**src/rtl/vm_change_dispenser.sv**
```systemverilog
// Change dispenser: greedy largest-first payout over {100,50,20,10,5} through a pulsed ejector
// with per-item ack, inventory tracking, jam detection. Optional audit counter: VM_CHANGE_AUDIT_EN.
module vm_change_dispenser #(
  parameter int INV_WIDTH   = 8,
  parameter int INV_INIT    = 50,
  parameter int LOW_THRESH  = 5,
  parameter int PULSE_LEN   = 4,
  parameter int ACK_TIMEOUT = 200
) (
  input  logic        clk,
  input  logic        rst,
  input  logic [9:0]  change,
  input  logic        refund,
  input  logic        maintenance,
  input  logic        refill,
  input  logic        eject_ack,
  output logic [4:0]  eject,
  output logic        busy,
  output logic        done,
  output logic [9:0]  shortfall,
  output logic        jam,
  output logic [4:0]  low_stock
`ifdef VM_CHANGE_AUDIT_EN
  ,
  output logic [15:0] audit_total
`endif
);
  localparam int CNT_W = $clog2((ACK_TIMEOUT > PULSE_LEN) ? ACK_TIMEOUT : PULSE_LEN) + 1;
  localparam logic [4:0][9:0] DENOM = {10'd100, 10'd50, 10'd20, 10'd10, 10'd5};
  localparam logic [4:0][INV_WIDTH-1:0] INV_FULL = {5{INV_WIDTH'(INV_INIT)}};

  typedef enum logic [2:0] {IDLE, PICK, FIRE, WAIT, DONE} state_t;

  state_t                    state, state_n;
  logic [9:0]                rem;
  logic [2:0]                sel, pick_idx;
  logic                      pick_ok;
  logic [CNT_W-1:0]          cnt;
  logic [4:0][INV_WIDTH-1:0] inv;

  wire start   = (state == IDLE) && refund && !maintenance;
  wire pul_end = (cnt == CNT_W'(PULSE_LEN - 1));
  wire ack_to  = (cnt == CNT_W'(ACK_TIMEOUT - 1));

  // ascending scan, last hit wins -> largest payable denomination in stock
  always_comb begin
    pick_ok  = 1'b0;
    pick_idx = 3'd0;
    for (int i = 0; i < 5; i++)
      if (DENOM[i] <= rem && inv[i] != '0) begin
        pick_ok  = 1'b1;
        pick_idx = 3'(i);
      end
  end

  genvar g;
  generate
    for (g = 0; g < 5; g++) begin : g_low
      assign low_stock[g] = (inv[g] < INV_WIDTH'(LOW_THRESH));
    end
  endgenerate

  always_ff @(posedge clk) begin
    if (rst) state <= IDLE;
    else     state <= state_n;
  end

  always_comb begin
    state_n = state;
    eject   = 5'b0;
    busy    = (state != IDLE);
    done    = 1'b0;
    case (state)
      IDLE: if (start) state_n = PICK;
      PICK: state_n = pick_ok ? FIRE : DONE;
      FIRE: begin
        eject = 5'b1 << sel;
        if (pul_end) state_n = WAIT;
      end
      WAIT: begin
        if (eject_ack)   state_n = PICK;
        else if (ack_to) state_n = DONE;
      end
      DONE: begin
        done    = 1'b1;
        state_n = IDLE;
      end
      default: state_n = IDLE;
    endcase
  end

  always_ff @(posedge clk) begin
    if (rst) begin
      rem       <= '0;
      sel       <= '0;
      cnt       <= '0;
      inv       <= INV_FULL;
      shortfall <= '0;
      jam       <= 1'b0;
`ifdef VM_CHANGE_AUDIT_EN
      audit_total <= '0;
`endif
    end else begin
      case (state)
        IDLE: begin
          if (start) begin
            rem       <= change;
            shortfall <= '0;
          end else if (refill && maintenance) begin
            inv <= INV_FULL;
            jam <= 1'b0;
          end
        end
        PICK: begin
          cnt <= '0;
          if (pick_ok) begin
            inv[pick_idx] <= inv[pick_idx] - INV_WIDTH'(1);
            rem           <= rem - DENOM[pick_idx];
            sel           <= pick_idx;
          end else begin
            shortfall <= rem;
          end
        end
        FIRE: cnt <= pul_end ? '0 : cnt + CNT_W'(1);
        WAIT: begin
          if (eject_ack) begin
`ifdef VM_CHANGE_AUDIT_EN
            audit_total <= audit_total + 16'(DENOM[sel]);
`endif
          end else if (ack_to) begin
            // the jammed item never left; it is owed but its inventory is gone
            jam       <= 1'b1;
            shortfall <= rem + DENOM[sel];
          end else begin
            cnt <= cnt + CNT_W'(1);
          end
        end
        default: ;
      endcase
    end
  end
endmodule
```
**config.mk**
```make
export PLATFORM = sky130hd
export DESIGN_NAME = vm_change_dispenser
export DESIGN_NICKNAME = d
export VERILOG_FILES = /design/src/rtl/vm_change_dispenser.sv
export SDC_FILE = /design/constraint.sdc
export NUM_CORES = 1
export LEC_CHECK = 0
export CAP_MARGIN = 15
export CORE_MARGIN = 3
export CORE_UTILIZATION = 31
export DETAILED_ROUTE_END_ITERATION = 8
export GPL_TIMING_DRIVEN = 0
export PLACE_DENSITY = 0.49
export SKIP_CTS_REPAIR_TIMING = 1
export SLEW_MARGIN = 20
export SYNTH_ARGS = -nofsm -noshare
export SYNTH_HDL_FRONTEND = slang
export SYNTH_SLANG_ARGS = --single-unit
```
**constraint.sdc**
```tcl
create_clock -name clk -period 3.1 [get_ports clk]
set_input_delay 0.465 -clock clk [delete_from_list [all_inputs] [get_ports clk]]
set_output_delay 0.465 -clock clk [all_outputs]
set_load 0.05 [all_outputs]
```
==> impl_results.md, run 1 <==
- Comb power frac: a little over two fifths
- Clock Skew: 0.005070 ns
- Status: finished, violations left
- TritonCTS clock tree: done
- # IOs: 39
- Yosys reg bits: 83
- Met1 Use GR: 27.48%
- Die H: roughly 130 um
- Commonest cells after routing, fill and taps aside: dfxtp_1, nor2_1, nand2_1
- DRT Pass-1 Iters: 5
- Area grow syn2layout: 28.24%
- Net count reported at finish: between 700 and 800
- Cells along the critical path: buf_6 -> nor4_4 -> nand3b_4 -> o41a_1 -> buf_6 -> nor3_4 -> nand2_2 -> inv_2 -> ha_4 -> inv_2 -> fa_2 -> a21o_1 -> a21oi_2 -> o21bai_1 -> a21oi_2 -> nor2b_2 -> nor3_2 -> o21ai_1 -> a22oi_1 -> nor2_1
- Antenna violations before repair: 0
- Max Clock Freq: 280.9 MHz
- First-pass GRT wire length: about 25 mm
- Commonest non-fill, non-tap cell in the layout: dfxtp_1
- Crit path kind: reg2reg
- Final Instance Area: 6211 sq um
- Clk_lat worst skew: 0.35 ns
- Ant. Diodes: 0
- Worst-path maximum fanout: 5
- Largest cells by area after synthesis: dfxtp_1, nor2_1, a21oi_1
- Crit-path slowest cell: nor4_4
- Pwr dens: 712.1 nW/um^2
- Worst slew pin tran: 1.053 ns
- Max incr delay on CP: 0.38 ns
- Clock network power share: 29.9%
- Core area: 15260 sq um
- Die ar.: 17160 sq um
- Final period util: 114.8%
- RSZ-0062 raised after global routing: true
- Hold Fails Final Rpt: 0
- Met3 Use GR: 4.431%
- Max VDD drop: 0.3914 mV
- Grt ovf: 0
- Slew Viols, Final: 0
- CTS Root Cell: clkbuf_16
- Multi-input logic area: 3182 sq um
- Starting Density: between 30% and 40%
- Internal power: 2.740 mW
- I/O Buffers: 38
- Post-Syn Nets: 650
- Yosys top cell by area: dfxtp_1
- Primary FF master, synth: dfxtp_1
- Slew headroom: 29.17%
- Detailed router's first-iteration violation count: 345
- YS warnings: 0
- Violated checks: negative setup slack
- Post-route minimum period: ~3.6 ns
- CTS sink cnt: 83
- Sequential share of the synthesized area: 34.31%
- Hold WC Path Type: reg2reg
- Post-DP Area: 5514 sq um
- Register area: approximately 1700 sq um
- Largest net degree at the start of global routing: 14
- Met2 usage: 29.87%
- Cells after synthesis: ~620
- Cts bufs inserted: 9
- Startpoint Class: flip-flop
- EDFF count, synth: 0
- Switching Share: between 30% and 40%
- H-tree Lvls: 3
- Fillers: between 1500 and 2000
- Die width: 131.0 um
- CP Data Arrival Time: 3.78 ns
- Library cells used by synthesis: between 70 and 80
- Reg clk slew, reported paths: 0.06 ns
- CP endpoint kind: flip-flop
- Synth async-reset ratio: 0%
- Setup Viol. Count Final: 36
- Total GRT Usage: 19.38%
- Leakage: 2.389 nW
- GRT Max-Usage Layer: met2
- Final Util: 40.71%
- Synth Cell Area: 4843 sq um
- Post-DRT Antenna Nets: 0
- Residual DRC: 0
- Synthesized area per cell: 7.863 sq um
- Max Cap Viol: 0
- RePlAce Congestion: 0.8894
- Sequential Power Share: 28.1%
- Layout cells sized above 1: 14.97%
- Vias in the first global route: 4553
- HPWL after detailed placement: 12.00 mm
- P_sw: 1.683 mW
- Final worst slack: -0.4599 ns
- Vias per cell: 5.399
- Top cell type's share of synthesized area: 34.31%
- Wire per inst: 18.10 um
- Clock buffer depth: 2
- CP required: approximately 3.3 ns
- Final wirelength: 16.28 mm
- Site Rows: 45
- Vias: 4854
## power groups by stage
stage	clock [mW]	sequential, mW	combinational [mW]
3_5_place_dp	0	1.26	1.57
6_report	1.32	1.24	1.86
4_1_cts	1.35	1.23	1.58
2_1_floorplan	0	1.23	1.14
5_1_grt	1.40	1.25	2.01
3_3_place_gp	0	1.26	1.55
## per-layer routing
| layer | vias up | routed length [um] |
|---|---|---|
| met5 | - | 0 |
| met4 | 0 | 181 |
| met3 | 14 | 1016 |
| met2 | 154 | 7330 |
| met1 | 2319 | 7746 |
| li1 | 2367 | - |
## registers in the layout, indices dropped and copies added, names as in the netlist, named ones only
signal	flops
cnt	9
inv	40
jam	1
rem	10
sel	3
shortfall	10
state	3
## worst max-delay path: cells and delay by family, from the launching register on
kind,cells,cell delay (ns)
flops,1,0.31
simple gates,7,1.13
fa+ha+maj,2,0.47
buf+inv,4,0.39
compound gates,7,1.08
## synthesized netlist by cell type, types with 6 or more instances
cell type,instances
and3_1,13
nor2_1,76
xnor2_1,16
clkbuf_1,18
nand2_1,67
nand3_1,24
nor3_1,38
o21ai_0,28
a22o_1,7
a22oi_1,6
a21oi_1,55
inv_1,18
mux2i_1,7
nor2b_1,7
nor4_1,7
a21o_1,10
dfxtp_1,83
ha_1,16
## logic make-up after synthesis
kind of cell    share of synthesized area (%)
mux                                     1.447
fa+ha+maj                               4.960
buf+inv                                 4.107
flops                                   34.31
compound gates                          22.91
xor+xnor                                4.133
simple gates                            28.13
## layout make-up
| cell class | count | area share [%] |
|---|---|---|
| Inverter | 20 | 1.209 |
| Clock inverter | 5 | 2.015 |
| Multi-Input combinational cell | 487 | 51.23 |
| Tap cell | 211 | 4.251 |
| Buffer | 26 | 2.115 |
| Clock buffer | 11 | 3.747 |
| Sequential cell | 83 | 26.97 |
| Timing Repair Buffer | 56 | 8.461 |
## through the flow
step           TNS, ns  setup WS, ns  power (mW)  std cells  hold slack (ns)
2_1_floorplan  -0.1343       -0.1343       2.374        616           0.4406
3_3_place_gp    -8.872       -0.7329       2.810        865           0.4567
3_5_place_dp    -9.088       -0.7151       2.824        865           0.4508
4_1_cts         -9.470       -0.7346       4.159        881           0.4653
5_1_grt         -7.589       -0.7406       4.665        899           0.4913
6_report        -6.210       -0.4599       4.423        899           0.4638
## final timing paths
| check | start | slack [ns] | cells past startpoint | endpoint |
|---|---|---|---|---|
| hold reg to reg | shortfall[7] | 0.46 | 2 | shortfall[7] |
| setup reg to reg | rem[7] | -0.46 | 20 | rem[8] |
| hold / removal | shortfall[7] | 0.46 | 2 | shortfall[7] |
| setup / recovery | rem[7] | -0.46 | 20 | rem[8] |
Note: power is estimated with default switching activity, not from simulation.
==> run 2: changes to the inputs <==
--- a/config.mk
+++ b/config.mk
@@ -10,8 +10,9 @@
 export CORE_UTILIZATION = 31
 export DETAILED_ROUTE_END_ITERATION = 8
 export GPL_TIMING_DRIVEN = 0
-export PLACE_DENSITY = 0.49
+export PLACE_DENSITY = 0.47
 export SKIP_CTS_REPAIR_TIMING = 1
+export SKIP_LAST_GASP = 1
 export SLEW_MARGIN = 20
 export SYNTH_ARGS = -nofsm -noshare
 export SYNTH_HDL_FRONTEND = slang
==> constraint.sdc (replaced) <==
create_clock -name clk -period 4.3 [get_ports clk]
set_input_delay 0.645 -clock clk [delete_from_list [all_inputs] [get_ports clk]]
set_output_delay 0.645 -clock clk [all_outputs]
set_load 0.05 [all_outputs]
==> run 2 against run 1 <==
Against the previous run:
- the flow now finishes without violations
- clock skew is 0.0014 ns higher
- worst hold slack better by 0.012 ns
- final area is 6.8% lower
- combinational power is 40% lower
- setup slack better by 0.87 ns
- die area stayed put
- utilization is 2.8 points lower
- fmax is 8.5% lower
- critical path depth stayed put
- non-clock buffer count is 17 lower
- largest cell class unchanged
- wire length is 1.4% lower
- clock-buffer cell count is 2 higher
==> impl_results.md, run 2 (synthesized netlist as in run 1, its figures left out) <==
- Status: finished clean
- Grt ovf: 0 (unchanged)
- Core area: 15260 sq um (unchanged)
- RSZ-0062 raised after global routing: false
- H-tree Lvls: 3 (unchanged)
- Hold WC Path Type: reg2reg
- Starting Density: 31.74% (unchanged)
- Worst reg2reg path depth: 20 (unchanged)
- CTS sink cnt: 83 (unchanged)
- Setup Viol. Count Final: 0 (-100%)
- Detailed router's first-iteration violation count: 429 (+24%)
- DRT Pass-1 Iters: 5 (unchanged)
- Commonest non-fill, non-tap cell in the layout: dfxtp_1
- Startpoint Class: flip-flop
- CP endpoint kind: flip-flop
- Worst slew pin tran: 1.138 ns (+0.08526 ns)
- Post-route minimum period: 3.891 ns (+0.3310 ns)
- Reg clk slew, reported paths: 0.06 ns (about the same)
- Max VDD drop: 0.1895 mV (-52%)
- Largest Register: inv
- Hold_sp: inv[6]
- Largest net degree at the start of global routing: 13 (-1)
- Max incr delay on CP: 0.41 ns (+0.03 ns)
- TritonCTS clock tree: done
- Pwr dens: 476.5 nW/um^2 (-33%)
- Vias: 4754 (-2.1%)
- RePlAce Congestion: 0.8888 (about the same)
- Final Instance Area: 5789 sq um (-6.8%)
- Cts bufs inserted: 9 (unchanged)
- Clock Skew: 0.006519 ns (+0.001449 ns)
- CTS Root Cell: clkbuf_16
- Max Clock Freq: 257.0 MHz (-8.5%)
- Die ar.: 17160 sq um (unchanged)
- Residual DRC: 0 (unchanged)
- Wire per inst: 18.22 um (+0.63%)
- Crit-path slowest cell: fa_1
- Worst-path maximum fanout: 9 (+4)
- Slew Viols, Final: 0 (unchanged)
- Total GRT Usage: 19.48% (+0.10 points)
- Post-DRT Antenna Nets: 0 (unchanged)
- Final wirelength: 16.05 mm (-1.4%)
- Multi-input logic area: 2995 sq um (-5.9%)
- Reg-to-Reg Start: rem[7]
- Area grow syn2layout: 19.53%
- Clk_lat worst skew: 0.34 ns (about the same)
- Cells along the critical path: buf_4 -> nor4_4 -> nand3b_2 -> o41a_1 -> buf_6 -> nor3_4 -> nand2_1 -> inv_1 -> ha_1 -> inv_1 -> fa_1 -> a21o_1 -> a21oi_1 -> o21bai_1 -> a21oi_1 -> nor2b_1 -> nor3_2 -> o21ai_0 -> a22oi_1 -> nor2_1
- Crit path kind: reg2reg
- Slew headroom: 23.43% (-5.7 points)
- Commonest cells after routing, fill and taps aside: dfxtp_1, nor2_1, nand2_1
- HPWL after detailed placement: 12.04 mm (+0.31%)
- Clock buffer depth: 2 (unchanged)
- Worst Hold End: inv[6]
- FF-to-FF End: rem[8]
- Total negative slack: 0 ns (+6.210 ns)
- Hold depth: 2 (unchanged)
- Register area: 1663 sq um (-0.75%)
- Die width: 131.0 um (unchanged)
- Layout cells sized above 1: 7.164% (-7.8 points)
- Antenna violations before repair: 0 (unchanged)
- Vias per cell: 5.396 (about the same)
- CP Data Arrival Time: 4.10 ns (+0.32 ns)
- Final period util: 90.49% (-24 points)
- Placed insts: 865 (unchanged)
- # IOs: 39 (unchanged)
- Leakage: 2.159 nW (-9.6%)
- R2R Setup Slk: 0.41 ns (+0.87 ns)
- First-pass GRT wire length: 25.55 mm (+0.98%)
- Max FFs per register: 40 (unchanged)
- Top flop regs: inv x40, rem x10, shortfall x10
- CP required: 4.51 ns (+1.19 ns)
- Max Cap Viol: 0 (unchanged)
- Net count reported at finish: 700 (-2.4%)
- Vias in the first global route: 4563 (+0.22%)
- Die H: 131.0 um (unchanged)
- I/O Buffers: 38 (unchanged)
- Post-DP Area: 5488 sq um (-0.48%)
- Ant. Diodes: 0 (unchanged)
- Site Rows: 45 (unchanged)
- Hold Fails Final Rpt: 0 (unchanged)
- Final Power: 2.759 mW (-38%)
- Non-Filler Instances: 881 (-2.0%)
- Fillers: 1576 (-0.88%)
## run 2: changes by cell type in the layout (fill, tap and decap cells not counted), sizes merged
| cell | delta |
|---|---|
| clkbuf | +2 |
| buf | -17 |
| bufinv | -4 |
| clkdlybuf4s50 | +4 |
| dlymetal6s2s | -4 |
| clkinv | +1 |
## run 2: worst max-delay path, delay by kind of cell, from the launching register on
family / cells / cell delay, ns
adder cells (fa/ha/maj): 2 / 0.54
flip-flops: 1 / 0.29
buffers and inverters: 4 / 0.48
AND/OR/NAND/NOR: 7 / 1.27
AO/OA/AOI/OAI: 7 / 1.15
## run 2: worst max-delay path by stage
stage,from,to
floorplan,rem[7],rem[8]
finish,rem[7],rem[8]
global route,rem[7],inv[12]
CTS,rem[6],rem[8]
global placement,rem[2],rem[8]
detailed placement,rem[6],rem[8]
## run 2: metal layers
metal  track usage, %  part of all wire, %  vias to the layer above
li1                 -                    -                     2335
met1            26.94                   48                     2252
met2            29.36                   44                      144
met3            5.650                  6.4                       23
met4            5.868                  2.3                        0
met5                0                    0                        -
## run 2: stage by stage
| step | util (%) | hold WS [ns] | setup slack (ns) |
|---|---|---|---|
| 3_5_place_dp | 35.97 | 0.4635 | 0.3725 |
| 4_1_cts | 37.80 | 0.4752 | 0.3403 |
| 2_1_floorplan | - | 0.4406 | 0.9655 |
| 6_report | 37.94 | 0.4759 | 0.4091 |
| 3_3_place_gp | 35.97 | 0.4533 | 0.3718 |
| 5_1_grt | 37.94 | 0.5013 | 0.02877 |
## run 2: final cells by class
class                   count  share of cell area, %
multi-input cells         487                  51.74
flip-flops and latches     83                  28.72
repair buffers             39                  6.700
clock buffers              13                  4.668
well taps                 211                  4.560
plain buffers              26                  2.140
inverters                  20                  1.297
clock inverters             2                 0.1729
## run 2: where the power goes
part / internal [mW] / leakage, nW / total [mW] / switching (mW)
clock: 0.434 / 0.141 / 0.741 / 0.308
combinational: 0.402 / 1.34 / 1.12 / 0.720
sequential: 0.821 / 0.673 / 0.895 / 0.0745
total: 1.66 / 2.16 / 2.76 / 1.10
